==> src/rtl/aq_fadd_norm_shift_pipe.sv <==
// aq_fadd_norm_shift_pipe
// Two-stage left-normalisation shifter between the mantissa adder and the
// rounding stage of the FADD datapath.
//   Stage 1 picks the shift amount. In mode 0 this is the leading-zero count,
//   clamped to max_cnt. In mode 1 it is shift_cnt, used directly.
//   Stage 2 applies the barrel shift and registers the result and its flags.
// Ports:
//   forever_cpuclk, cpurst_b : clock (rising edge), synchronous active-low reset
//   flush                    : kills every in-flight entry at the next edge
//   in_vld / in_rdy          : input handshake
//   mode, data_in            : shift mode, mantissa
//   shift_cnt, max_cnt       : direct count (mode 1), clamp limit (mode 0)
//   out_vld / out_rdy        : output handshake
//   data_out, shift_amt      : shifted mantissa, amount applied
//   zero, limited, lost      : result flags
module aq_fadd_norm_shift_pipe #(
   parameter int DATA_WIDTH = 54,
   parameter int CNT_WIDTH  = 6
) (
   input  logic                  forever_cpuclk,
   input  logic                  cpurst_b,
   input  logic                  flush,
   input  logic                  in_vld,
   output logic                  in_rdy,
   input  logic                  mode,
   input  logic [DATA_WIDTH-1:0] data_in,
   input  logic [CNT_WIDTH-1:0]  shift_cnt,
   input  logic [CNT_WIDTH-1:0]  max_cnt,
   output logic                  out_vld,
   input  logic                  out_rdy,
   output logic [DATA_WIDTH-1:0] data_out,
   output logic [CNT_WIDTH-1:0]  shift_amt,
   output logic                  zero,
   output logic                  limited,
   output logic                  lost
);

   localparam logic [CNT_WIDTH-1:0] W_CNT = CNT_WIDTH'(DATA_WIDTH);

   // Stage 1 registers
   logic                  s1_vld;
   logic [DATA_WIDTH-1:0] s1_data;
   logic [CNT_WIDTH-1:0]  s1_amt;
   logic                  s1_mode;
   logic                  s1_limited;

   // Stage 2 registers (drive the outputs directly)
   logic                  s2_vld;
   logic [DATA_WIDTH-1:0] s2_data;
   logic [CNT_WIDTH-1:0]  s2_amt;
   logic                  s2_zero;
   logic                  s2_limited;
   logic                  s2_lost;

   logic s2_adv;
   logic s1_adv;

   // A stage may load whenever its successor can take what it holds.
   assign s2_adv = !s2_vld || out_rdy;
   assign s1_adv = !s1_vld || s2_adv;
   assign in_rdy = s1_adv && !flush;

   // Leading-zero count. An all-zero word returns DATA_WIDTH.
   function automatic logic [CNT_WIDTH-1:0] lzc_f(input logic [DATA_WIDTH-1:0] d);
      logic [CNT_WIDTH-1:0] n;
      logic                 found;
      n     = W_CNT;
      found = 1'b0;
      for (int i = DATA_WIDTH - 1; i >= 0; i--) begin
         if (!found && d[i]) begin
            n     = CNT_WIDTH'(DATA_WIDTH - 1 - i);
            found = 1'b1;
         end
      end
      return n;
   endfunction

   logic [CNT_WIDTH-1:0] st1_lzc;
   logic [CNT_WIDTH-1:0] st1_amt;
   logic                 st1_limited;

   always_comb begin
      st1_lzc     = lzc_f(data_in);
      st1_amt     = '0;
      st1_limited = 1'b0;
      if (mode) begin
         st1_amt = shift_cnt;
      end else if (data_in != '0) begin
         if (st1_lzc > max_cnt) begin
            st1_amt     = max_cnt;
            st1_limited = 1'b1;
         end else begin
            st1_amt = st1_lzc;
         end
      end
   end

   logic [DATA_WIDTH-1:0] st2_data;
   logic [DATA_WIDTH-1:0] st2_top_mask;
   logic                  st2_lost;

   always_comb begin
      st2_data = '0;
      if (s1_amt < W_CNT) begin
         st2_data = s1_data << s1_amt;
      end
      // Covers the top min(amt, DATA_WIDTH) bits. The logical right shift
      // saturates to zero for large amounts, so the mask becomes all ones.
      st2_top_mask = ~({DATA_WIDTH{1'b1}} >> s1_amt);
      st2_lost     = s1_mode && ((s1_data & st2_top_mask) != '0);
   end

   always_ff @(posedge forever_cpuclk) begin
      if (!cpurst_b) begin
         s1_vld     <= 1'b0;
         s1_data    <= '0;
         s1_amt     <= '0;
         s1_mode    <= 1'b0;
         s1_limited <= 1'b0;
         s2_vld     <= 1'b0;
         s2_data    <= '0;
         s2_amt     <= '0;
         s2_zero    <= 1'b0;
         s2_limited <= 1'b0;
         s2_lost    <= 1'b0;
      end else if (flush) begin
         s1_vld <= 1'b0;
         s2_vld <= 1'b0;
      end else begin
         if (s2_adv) begin
            s2_vld <= s1_vld;
            if (s1_vld) begin
               s2_data    <= st2_data;
               s2_amt     <= s1_amt;
               s2_zero    <= (st2_data == '0);
               s2_limited <= s1_limited;
               s2_lost    <= st2_lost;
            end
         end
         if (s1_adv) begin
            s1_vld <= in_vld;
            if (in_vld) begin
               s1_data    <= data_in;
               s1_amt     <= st1_amt;
               s1_mode    <= mode;
               s1_limited <= st1_limited;
            end
         end
      end
   end

   assign out_vld   = s2_vld;
   assign data_out  = s2_data;
   assign shift_amt = s2_amt;
   assign zero      = s2_zero;
   assign limited   = s2_limited;
   assign lost      = s2_lost;

endmodule

==> config.mk <==
export PLATFORM = sky130hd
export DESIGN_NAME = aq_fadd_norm_shift_pipe
export DESIGN_NICKNAME = d
export VERILOG_FILES = /design/src/rtl/aq_fadd_norm_shift_pipe.sv
export SDC_FILE = /design/constraint.sdc
export NUM_CORES = 1
export LEC_CHECK = 0
export BUFFER_PORTS_ARGS = -buffer_cell sky130_fd_sc_hd__buf_2
export CAP_MARGIN = 20
export CORE_ASPECT_RATIO = 1.1
export CORE_MARGIN = 2
export CORE_UTILIZATION = 33
export DETAILED_ROUTE_END_ITERATION = 7
export GPL_TIMING_DRIVEN = 0
export SLEW_MARGIN = 20
export SYNTH_ARGS = -nofsm -noshare
export SYNTH_HDL_FRONTEND = slang
export SYNTH_SLANG_ARGS = --single-unit
==> constraint.sdc <==
create_clock -name forever_cpuclk -period 8.42 [get_ports forever_cpuclk]
set_input_delay 0.842 -clock forever_cpuclk [delete_from_list [all_inputs] [get_ports forever_cpuclk]]
set_output_delay 0.842 -clock forever_cpuclk [all_outputs]
set_load 0.02 [all_outputs]
==> impl_metrics.env, run 1 <==
export IMPL_p_leak_nw=4.70
export IMPL_rows=67
export IMPL_core_area_um2=30500
export IMPL_cpPeakStageDelay_ns=0.74
export IMPL_relSlewSlack_pct=23.1
export IMPL_dp_cells=1888
export IMPL_fin_crit_ns=5.45
export IMPL_htree_levels=4
export IMPL_maxCapViolations=0
export IMPL_finalHoldViolCount=0
export IMPL_avgViaCountPerCell=6.09
export IMPL_avgSynthCellArea_um2=7.64
export IMPL_muxShareOfSynthArea_pct=16.8
export IMPL_nNetsFinal=1572
export IMPL_drc=0
export IMPL_critical_path_required_ns=8.81
export IMPL_syn_area_um2=10200
export IMPL_power_density_nw_per_um2=162
export IMPL_tns_ns=0
export IMPL_synthCells=1338
export IMPL_syn2layout_area_growth_pct=17.9
export IMPL_wl_per_cell_um=26.4
export IMPL_grt_use_total_pct=31.4
export IMPL_ys_ff_latch=127
export IMPL_vias=11700
export IMPL_yosysSeqAreaShare_pct=24.9
export IMPL_clk_pin_slew_ns=0.06
export IMPL_place_area_um2=11400
export IMPL_antennaDiodeCount=0
export IMPL_ys_warnings_count=0
export IMPL_crit_path_end_kind="register"
export IMPL_rsz0062_at_grt="false"
export IMPL_total_power_mw=1.95
export IMPL_drt_total_wl_um=50700
export IMPL_syn_nets=1416
export IMPL_final_area_um2=12000
export IMPL_cts_tree="built"
export IMPL_first_iter_violations=1197
export IMPL_first_pass_iters=5
export IMPL_place_ws_ns=2.54
export IMPL_boundaryPins=137
export IMPL_grt_max_degree=17
export IMPL_slew_viol_final=0
export IMPL_tightest_slew_ns=1.15
export IMPL_use_met1_pct=38.2
export IMPL_gp_congestion=1.07
export IMPL_async_flop_share_pct=0
export IMPL_cts_repair_resized=0
export IMPL_outcome="completed"
export IMPL_synthSimpleGateAreaFrac_pct=24.2
export IMPL_clock_latency_ns=0.45
export IMPL_worstPathArrival_ns=5.84
export IMPL_die_h_um=189
export IMPL_postRouteAntennaNets=0
export IMPL_worst_path_most_repeated_cell="o21a_1"
export IMPL_grt_overflow_total=0
export IMPL_synth_xor_area_share_pct=0
export IMPL_start_util_pct=33.5
export IMPL_hpwl_um=40000
export IMPL_clock_sinks=127
export IMPL_ys_types=91
export IMPL_skew_ns=0.00780
export IMPL_clockBufferDepth=2
export IMPL_instances_no_fill=1921
export IMPL_cts_root_buf="clkbuf_16"
export IMPL_die_area_um2=32400
export IMPL_die_w_um=172
export IMPL_grt_pass1_vias=11400
export IMPL_cts_setup_buffers=0
export IMPL_antenna_found_initial=0
export IMPL_critPathKind="in2reg"
export IMPL_path_max_fanout=10
export IMPL_slowest_stage="o22ai_1"
export IMPL_synth_enable_flop_cells=0
export IMPL_numPortBuffers=134
export IMPL_synth_compound_area_share_pct=27.8
export IMPL_synth_top_family_by_area="compound AO/OA/AOI/OAI gates"
export IMPL_drive_above_1_share_pct=19.0
export IMPL_setup_violations=0
export IMPL_grtUsageMet2_pct=49.7
export IMPL_synth_top_flop_cell="dfxtp_1"
export IMPL_fin_ws_ns=2.97
export IMPL_met3_usage_pct=6.45
export IMPL_cp_start_kind="input port"
export IMPL_finalCritPeriodShare_pct=64.7
export IMPL_ir_worst_vdd_uv=144
export IMPL_synth_fa_ha_area_share_pct=0.931
export IMPL_grt_first_pass_wirelength_um=74700
export IMPL_fmax_mhz=184
export IMPL_hold_class="reg2reg"
export IMPL_crit_chain="buf_2, or4_1, nand4bb_1, nor4_4, nand2_2, o21ai_0, nor4b_1, ha_1, nor2b_1, o21a_1, o21a_1, o21a_1, o21a_1, o22ai_1, mux2i_1, o311ai_0, and2_1"
export IMPL_top_usage_layer="met2"
export IMPL_holdBufCountCts=0
export IMPL_cts_buffers=17
## final timing paths
| kind | startpoint | to | slack, ns | cells past startpoint |
|---|---|---|---|---|
| worst max register to register | s1_amt[3] | lost | 4.31 | 11 |
| worst min-delay path | data_out[25] | data_out[25] | 0.46 | 2 |
| worst min register to register | data_out[25] | data_out[25] | 0.46 | 2 |
| worst max-delay path | data_in[42] | s1_amt[4] | 2.97 | 17 |
## Yosys cell counts, drive strengths merged, types with 3 or more instances
cell type | count | area, µm²
a211oi | 15 | 113
a21boi | 78 | 586
a21o | 3 | 22.5
a21oi | 68 | 344
a221oi | 10 | 100
a22o | 4 | 35.0
a22oi | 14 | 105
a2bb2oi | 3 | 26.3
a31oi | 10 | 62.6
a32oi | 4 | 35.0
and2 | 19 | 119
buf | 38 | 234
clkbuf | 66 | 248
dfxtp | 127 | 2540
ha | 6 | 75.1
inv | 20 | 75.1
mux2 | 41 | 473
mux2i | 56 | 586
mux4 | 29 | 653
nand2 | 268 | 1010
nand2b | 10 | 62.6
nand3 | 22 | 110
nand4 | 12 | 75.1
nor2 | 114 | 433
nor2b | 24 | 150
nor3 | 27 | 135
nor3b | 9 | 67.6
nor4 | 12 | 90.1
nor4b | 4 | 41.3
o2111ai | 3 | 26.3
o211a | 15 | 150
o211ai | 14 | 105
o21a | 10 | 75.1
o21ai | 79 | 395
o221a | 3 | 33.8
o221ai | 8 | 70.1
o22a | 7 | 61.3
o22ai | 27 | 175
o31ai | 6 | 50.1
or2 | 6 | 37.5
or4 | 3 | 26.3
## metrics by stage
| stage | utilization (%) | hold slack [ns] |
|---|---|---|
| 3_3_place_gp | 37.4 | 0.452 |
| 4_1_cts | 39.4 | 0.464 |
| 2_1_floorplan | - | 0.441 |
| 5_1_grt | 39.5 | 0.492 |
| 3_5_place_dp | 37.4 | 0.456 |
| 6_report | 39.5 | 0.461 |
## routing by layer
layer / share of wire [%] / up-vias
met3: 8.2 / 208
met4: 7.6 / 0
li1: - / 5212
met5: 0 / -
met2: 45 / 719
met1: 40 / 5551
## placed cells by master, fill, tap and decap left out, drive strengths merged, types with 7 or more instances in the layout
cell and count:
o22a 7, buf 175, a21boi 78, nor3b 9, a21oi 68, a22oi 14
nor4 12, dfxtp 127, mux4 29, o211ai 14, nand3 22, mux2i 56
nor3 27, nand4 12, a221oi 10, o221ai 8, a211oi 15, o21a 10
nor2b 24, nor2 114, nand2 268, nand2b 10, and2 19, clkbuf 83
mux2 41, o21ai 79, a31oi 10, o22ai 27, inv 24, o211a 15
## area by class of cell
| cell class | instances | area [µm²] |
|---|---|---|
| Multi-Input combinational cell | 1086 | 7130 |
| Buffer | 104 | 482 |
| Clock inverter | 15 | 186 |
| Clock buffer | 17 | 425 |
| Inverter | 21 | 78.8 |
| Timing Repair Buffer | 137 | 688 |
| Sequential cell | 127 | 2540 |
| Fill cell | 3320 | 18500 |
| Tap cell | 414 | 518 |
## sequential cells by signal, indices dropped and copies added (netlist names)
name        cells
shift_amt       6
s1_vld          1
s1_data        54
out_vld         1
s1_mode         1
limited         1
zero            1
s1_amt          6
data_out       54
lost            1
s1_limited      1
## logic make-up after synthesis
family          Yosys count
simple gates            543
compound gates          409
flops                   127
mux                     126
buf+inv                 125
fa+ha+maj                 8
## where the power goes
part	total, mW	internal (mW)	switching (mW)
logic	0.510	0.169	0.341
registers	0.655	0.621	0.0338
clock network	0.782	0.469	0.313
total	1.95	1.26	0.688
## worst max-delay path: cells and delay by family
| kind | cells | cell delay (ns) |
|---|---|---|
| AO/OA/AOI/OAI | 7 | 2.16 |
| adder cells (fa/ha/maj) | 1 | 0.32 |
| buffers and inverters | 1 | 0.12 |
| multiplexers | 1 | 0.18 |
| AND/OR/NAND/NOR | 7 | 2.21 |
(Power assumes the default switching activity.)
==> inputs of run 2 (changes only) <==
Clock period 8.42 ns to 5.3 ns, I/O delays scaled along.
==> run 2 against run 1 <==
  * First-iteration DRC count down 1.5%
  * Core utilization about the same
  * Global-route usage unchanged
  * Combinational power up 59%
  * Sequential power up 59%
  * Non-clock buffer count unchanged
  * Setup slack worse by 2.5 ns
  * Via count about the same
  * Sequential share of layout area about the same
  * Flip-flop and latch count unchanged
  * Clock power up 59%
  * Hold slack worse by 0.12 ns
==> impl_metrics.env, run 2 (synthesis results as in run 1) <==
export IMPL_dp_cells=1888
export IMPL_clock_latency_ns=0.44
export IMPL_layout_commonest_cell="nand2_1"
export IMPL_cts_setup_buffers=0
export IMPL_fin_crit_ns=4.80
export IMPL_fin_ws_ns=0.503
export IMPL_postRouteAntennaNets=0
export IMPL_slew_viol_final=0
export IMPL_skew_ns=0.00703
export IMPL_grtUsageMet2_pct=49.7
export IMPL_critPathKind="in2reg"
export IMPL_p_leak_nw=4.70
export IMPL_top_usage_layer="met2"
export IMPL_worstPathArrival_ns=5.18
export IMPL_die_h_um=189
export IMPL_holdPathEnd="s1_vld"
export IMPL_cts_root_buf="clkbuf_16"
export IMPL_rsz0062_at_grt="false"
export IMPL_vias=11700
export IMPL_hpwl_um=40000
export IMPL_path_max_fanout=10
export IMPL_cpPeakStageDelay_ns=0.59
export IMPL_relSlewSlack_pct=24.2
export IMPL_antenna_found_initial=0
export IMPL_numPortBuffers=134
export IMPL_critical_path_required_ns=5.69
export IMPL_first_iter_violations=1179
export IMPL_gp_congestion=1.07
export IMPL_worst_path_most_repeated_cell="o21a_1"
export IMPL_cts_tree="built"
export IMPL_crit_path_end_kind="register"
export IMPL_start_util_pct=33.5
export IMPL_setup_violations=0
export IMPL_outcome="completed"
export IMPL_die_w_um=172
export IMPL_final_cell_mix="267 x nand2_1, 158 x buf_2, 127 x dfxtp_1, 112 x nor2_1, 77 x a21boi_0"
export IMPL_tightest_slew_ns=1.14
export IMPL_syn2layout_area_growth_pct=18.0
export IMPL_r2r_end="lost"
export IMPL_nNetsFinal=1572
export IMPL_clockBufferDepth=2
export IMPL_reg2reg_from="s1_amt[3]"
export IMPL_finalCritPeriodShare_pct=90.5
export IMPL_drt_total_wl_um=50800
export IMPL_place_ws_ns=-0.267
export IMPL_grt_first_pass_wirelength_um=74700
export IMPL_holdBufCountCts=0
export IMPL_grt_pass1_vias=11400
export IMPL_worstHoldStart="in_vld"
export IMPL_grt_max_degree=17
export IMPL_finalHoldViolCount=0
export IMPL_avgViaCountPerCell=6.09
export IMPL_hold_ws_ns=0.346
export IMPL_worst_r2r_setup_slack_ns=1.21
export IMPL_clock_sinks=127
export IMPL_hold_class="in2reg"
export IMPL_clk_pin_slew_ns=0.06
export IMPL_antennaDiodeCount=0
export IMPL_die_area_um2=32400
export IMPL_power_density_nw_per_um2=257
export IMPL_drive_above_1_share_pct=19.0
export IMPL_rr_worst_depth=11
export IMPL_use_met1_pct=38.2
export IMPL_holdPathStages=3
export IMPL_cp_start_kind="input port"
export IMPL_instances_no_fill=1921
export IMPL_grt_overflow_total=0
export IMPL_first_pass_iters=6
export IMPL_cts_buffers=17
export IMPL_rows=67
export IMPL_slowest_stage="or4_1"
export IMPL_boundaryPins=137
export IMPL_crit_chain="buf_2, or4_1, nand4bb_1, nor4_4, nand2_2, o21ai_0, nor4b_1, ha_1, nor2b_1, o21a_1, o21a_1, o21a_1, o21a_1, o22ai_2, mux2i_1, o311ai_0, and2_1"
export IMPL_maxCapViolations=0
export IMPL_met3_usage_pct=6.45
export IMPL_drc=0
export IMPL_htree_levels=4
export IMPL_wl_per_cell_um=26.5
export IMPL_fmax_mhz=208
export IMPL_core_area_um2=30500
export IMPL_total_power_mw=3.09
export IMPL_grt_use_total_pct=31.4
export IMPL_ir_worst_vdd_uv=224
-- run 2: worst max-delay path by stage --
| stage | to | from | cells after the start |
|---|---|---|---|
| after CTS | s1_amt[4] | data_in[42] | 17 |
| after global routing | s1_amt[4] | data_in[42] | 17 |
| after floorplan | s1_amt[4] | data_in[31] | 17 |
| after detailed placement | s1_amt[4] | data_in[42] | 17 |
| after global placement | s1_amt[4] | data_in[42] | 17 |
| final | s1_amt[4] | data_in[42] | 17 |
-- run 2: critical path, delay by kind of cell --
family / cells / cell delay (ns)
multiplexers: 1 / 0.16
AO/OA/AOI/OAI: 7 / 1.84
AND/OR/NAND/NOR: 7 / 2.21
buffers and inverters: 1 / 0.12
adder cells (fa/ha/maj): 1 / 0.32
-- run 2: metal layers --
layer | part of all wire [%] | vias up | wire length (µm)
met4 | 8.0 | 0 | 4060
met1 | 39 | 5525 | 20000
met5 | 0 | - | 0
met3 | 8.4 | 216 | 4280
li1 | - | 5216 | -
met2 | 44 | 743 | 22500
-- run 2: through the flow --
| step | utilization, % | cell area (µm²) | setup TNS [ns] |
|---|---|---|---|
| 2_1_floorplan | - | 10200 | 0 |
| 3_3_place_gp | 37.4 | 11400 | -0.702 |
| 3_5_place_dp | 37.4 | 11400 | -0.859 |
| 4_1_cts | 39.4 | 12000 | 0 |
| 5_1_grt | 39.5 | 12100 | 0 |
| 6_report | 39.5 | 12100 | 0 |
-- run 2: what timing repair did --
action                                 CTS  global route
resized for setup                        0             1
setup endpoints to repair                0             1
endpoints found under the hold margin    0             0
-- run 2: cell type report --
type | instances | area, µm²
Clock inverter | 15 | 186
Fill cell | 3319 | 18500
Buffer | 104 | 482
Multi-Input combinational cell | 1086 | 7130
Tap cell | 414 | 518
Timing Repair Buffer | 137 | 688
Sequential cell | 127 | 2540
Clock buffer | 17 | 425
Inverter | 21 | 78.8
-- run 2: power by group --
part           internal, mW  total (mW)  switching [mW]
combinational         0.269       0.813           0.545
clock                 0.746        1.24           0.495
sequential            0.986        1.04          0.0541
==> inputs of run 3 (changes only) <==
Settings changed: CORE_UTILIZATION 33 to 35.
==> run 3 against run 2 <==
  * Final area shrank 0.12%
  * Highest routed layer unchanged
  * Combinational power shrank 0.9%
  * Fmax shrank 0.90%
  * Setup slack lost 0.044 ns
  * Clock power grew 8%
  * Hold slack lost 0.0095 ns
  * Flip-flop and latch count is the same
  * Die area shrank 5.6%
  * Non-clock buffer count shrank 1
  * Global-route usage grew 0.98 points
  * Routed wire length shrank 1.2%
  * Total power grew 2.9%
==> impl_metrics.env, run 3 (synthesis results as in run 1) <==
export IMPL_power_density_nw_per_um2=264
export IMPL_first_iter_violations=1089
export IMPL_start_util_pct=35.6
export IMPL_grt_pass1_vias=11400
export IMPL_path_max_fanout=10
export IMPL_finalHoldViolCount=0
export IMPL_first_pass_iters=6
export IMPL_hold_ws_ns=0.336
export IMPL_drt_total_wl_um=50200
export IMPL_layout_commonest_cell="nand2_1"
export IMPL_crit_path_end_kind="register"
export IMPL_numPortBuffers=134
export IMPL_grt_overflow_total=0
export IMPL_tightest_slew_ns=1.18
export IMPL_worstPathArrival_ns=5.22
export IMPL_final_cell_mix="267 x nand2_1, 157 x buf_2, 127 x dfxtp_1, 112 x nor2_1, 77 x a21boi_0"
export IMPL_die_area_um2=30600
export IMPL_outcome="completed"
export IMPL_drc=0
export IMPL_critical_path_required_ns=5.68
export IMPL_cts_buffers=17
export IMPL_setup_violations=0
export IMPL_nNetsFinal=1571
export IMPL_grt_first_pass_wirelength_um=74000
export IMPL_die_w_um=167
export IMPL_avgViaCountPerCell=6.15
export IMPL_rr_worst_depth=10
export IMPL_pwr_share_seq_pct=32.7
export IMPL_maxCapViolations=0
export IMPL_ir_worst_vdd_uv=232
export IMPL_cp_endpoint="s1_amt[4]"
export IMPL_clk_pin_slew_ns=0.06
export IMPL_internal_power_mw=2.10
export IMPL_instances_no_fill=1875
export IMPL_clock_latency_ns=0.44
export IMPL_p_leak_nw=4.72
export IMPL_total_power_mw=3.18
export IMPL_clkPwrFrac_pct=42.0
export IMPL_cp_start_kind="input port"
export IMPL_reg2reg_from="s1_amt[4]"
export IMPL_boundaryPins=137
export IMPL_tns_ns=0
export IMPL_rsz0062_at_grt="false"
export IMPL_finalCritPeriodShare_pct=91.3
export IMPL_switchingPower_mw=1.09
export IMPL_cts_root_buf="clkbuf_16"
export IMPL_cts_setup_buffers=0
export IMPL_hpwl_um=39700
export IMPL_startpoint="data_in[42]"
export IMPL_core_area_um2=28700
export IMPL_grt_use_total_pct=32.4
export IMPL_postRouteAntennaNets=0
export IMPL_wl_per_cell_um=26.8
export IMPL_r2r_end="zero"
export IMPL_p_sw_share_pct=34.1
export IMPL_rows=65
export IMPL_dp_cells=1842
export IMPL_worst_r2r_setup_slack_ns=1.08
export IMPL_drive_above_1_share_pct=19.0
export IMPL_clock_sinks=127
export IMPL_p_comb_share_pct=25.3
export IMPL_fin_crit_ns=4.84
export IMPL_syn2layout_area_growth_pct=17.8
export IMPL_fmax_mhz=207
export IMPL_skew_ns=0.00941
export IMPL_grt_max_degree=17
export IMPL_vias=11500
export IMPL_cts_tree="built"
export IMPL_gp_congestion=1.04
export IMPL_htree_levels=4
export IMPL_slew_viol_final=0
export IMPL_antenna_found_initial=0
export IMPL_clockBufferDepth=2
export IMPL_hold_class="in2reg"
export IMPL_die_h_um=183
export IMPL_critPathKind="in2reg"
export IMPL_relSlewSlack_pct=20.9
==> run 3: changes by cell type in the layout (fill, tap and decap cells not counted), sizes merged <==
cell / previous run / this run
buf: 175 / 174
clkinv: 6 / 3
clkinvlp: 3 / 2
bufinv: 3 / 5
diode: 0 / 1
inv: 24 / 26
==> run 3: final cells by class <==
class	count	area, µm²
fillers	3056	16700
diodes	1	2.50
plain buffers	104	482
clock inverters	15	231
flip-flops and latches	127	2540
repair buffers	136	683
well taps	368	460
multi-input cells	1086	7130
clock buffers	17	425
inverters	21	78.8
==> run 3: routing by layer <==
layer  up-vias  part of all wire (%)  wire length [µm]  track usage [%]
li1       5214                     -                 -                -
met5         -                     0                 0                0
met2       669                    45             22500             52.0
met4         0                   8.1              4080             24.1
met3       202                   8.0              4030             5.91
met1      5440                    39             19600             38.7
==> run 3: power by group through the flow <==
stage / sequential, mW / combinational [mW] / clock, mW
after floorplan: 1.04 / 0.469 / 0
after global placement: 1.06 / 0.779 / 0
after detailed placement: 1.06 / 0.776 / 0
after CTS: 1.04 / 0.779 / 1.35
after global routing: 1.04 / 0.846 / 1.39
final: 1.04 / 0.806 / 1.34
==> run 3: metrics by stage <==
stage               util [%]  worst slack [ns]  cell area (µm²)
floorplan                  -             0.800            10200
global placement        39.5            -0.207            11300
detailed placement      39.6            -0.259            11400
CTS                     41.9             0.195            12000
global route            41.9             0.267            12000
finish                  41.9             0.459            12000
==> run 3: repair_timing <==
item | in CTS | in global routing
hold buffers | 0 | 0
gates resized for setup | 0 | 1
endpoints found under the setup margin | 0 | 1
==> run 3: how the worst min path moves through the flow <==
stage	to	depth (start not counted)	startpoint	slack, ns
6_report	s1_vld	3	in_vld	0.34
3_5_place_dp	data_out[3]	2	data_out[3]	0.46
2_1_floorplan	limited	2	s1_limited	0.44
5_1_grt	s1_vld	3	in_vld	0.36
4_1_cts	s1_vld	3	in_vld	0.33
3_3_place_gp	data_out[43]	2	data_out[43]	0.45
==> run 3: worst max-delay path, stage by stage <==
cell	delay [ns]
buf_2	0.11
or4_1	0.59
nand4bb_1	0.41
nor4_4	0.59
nand2_2	0.15
o21ai_0	0.39
nor4b_1	0.20
ha_1	0.32
nor2b_1	0.13
o21a_1	0.17
o21a_1	0.18
o21a_1	0.17
o21a_1	0.17
o22ai_2	0.39
mux2i_1	0.16
o311ai_0	0.36
and2_1	0.19
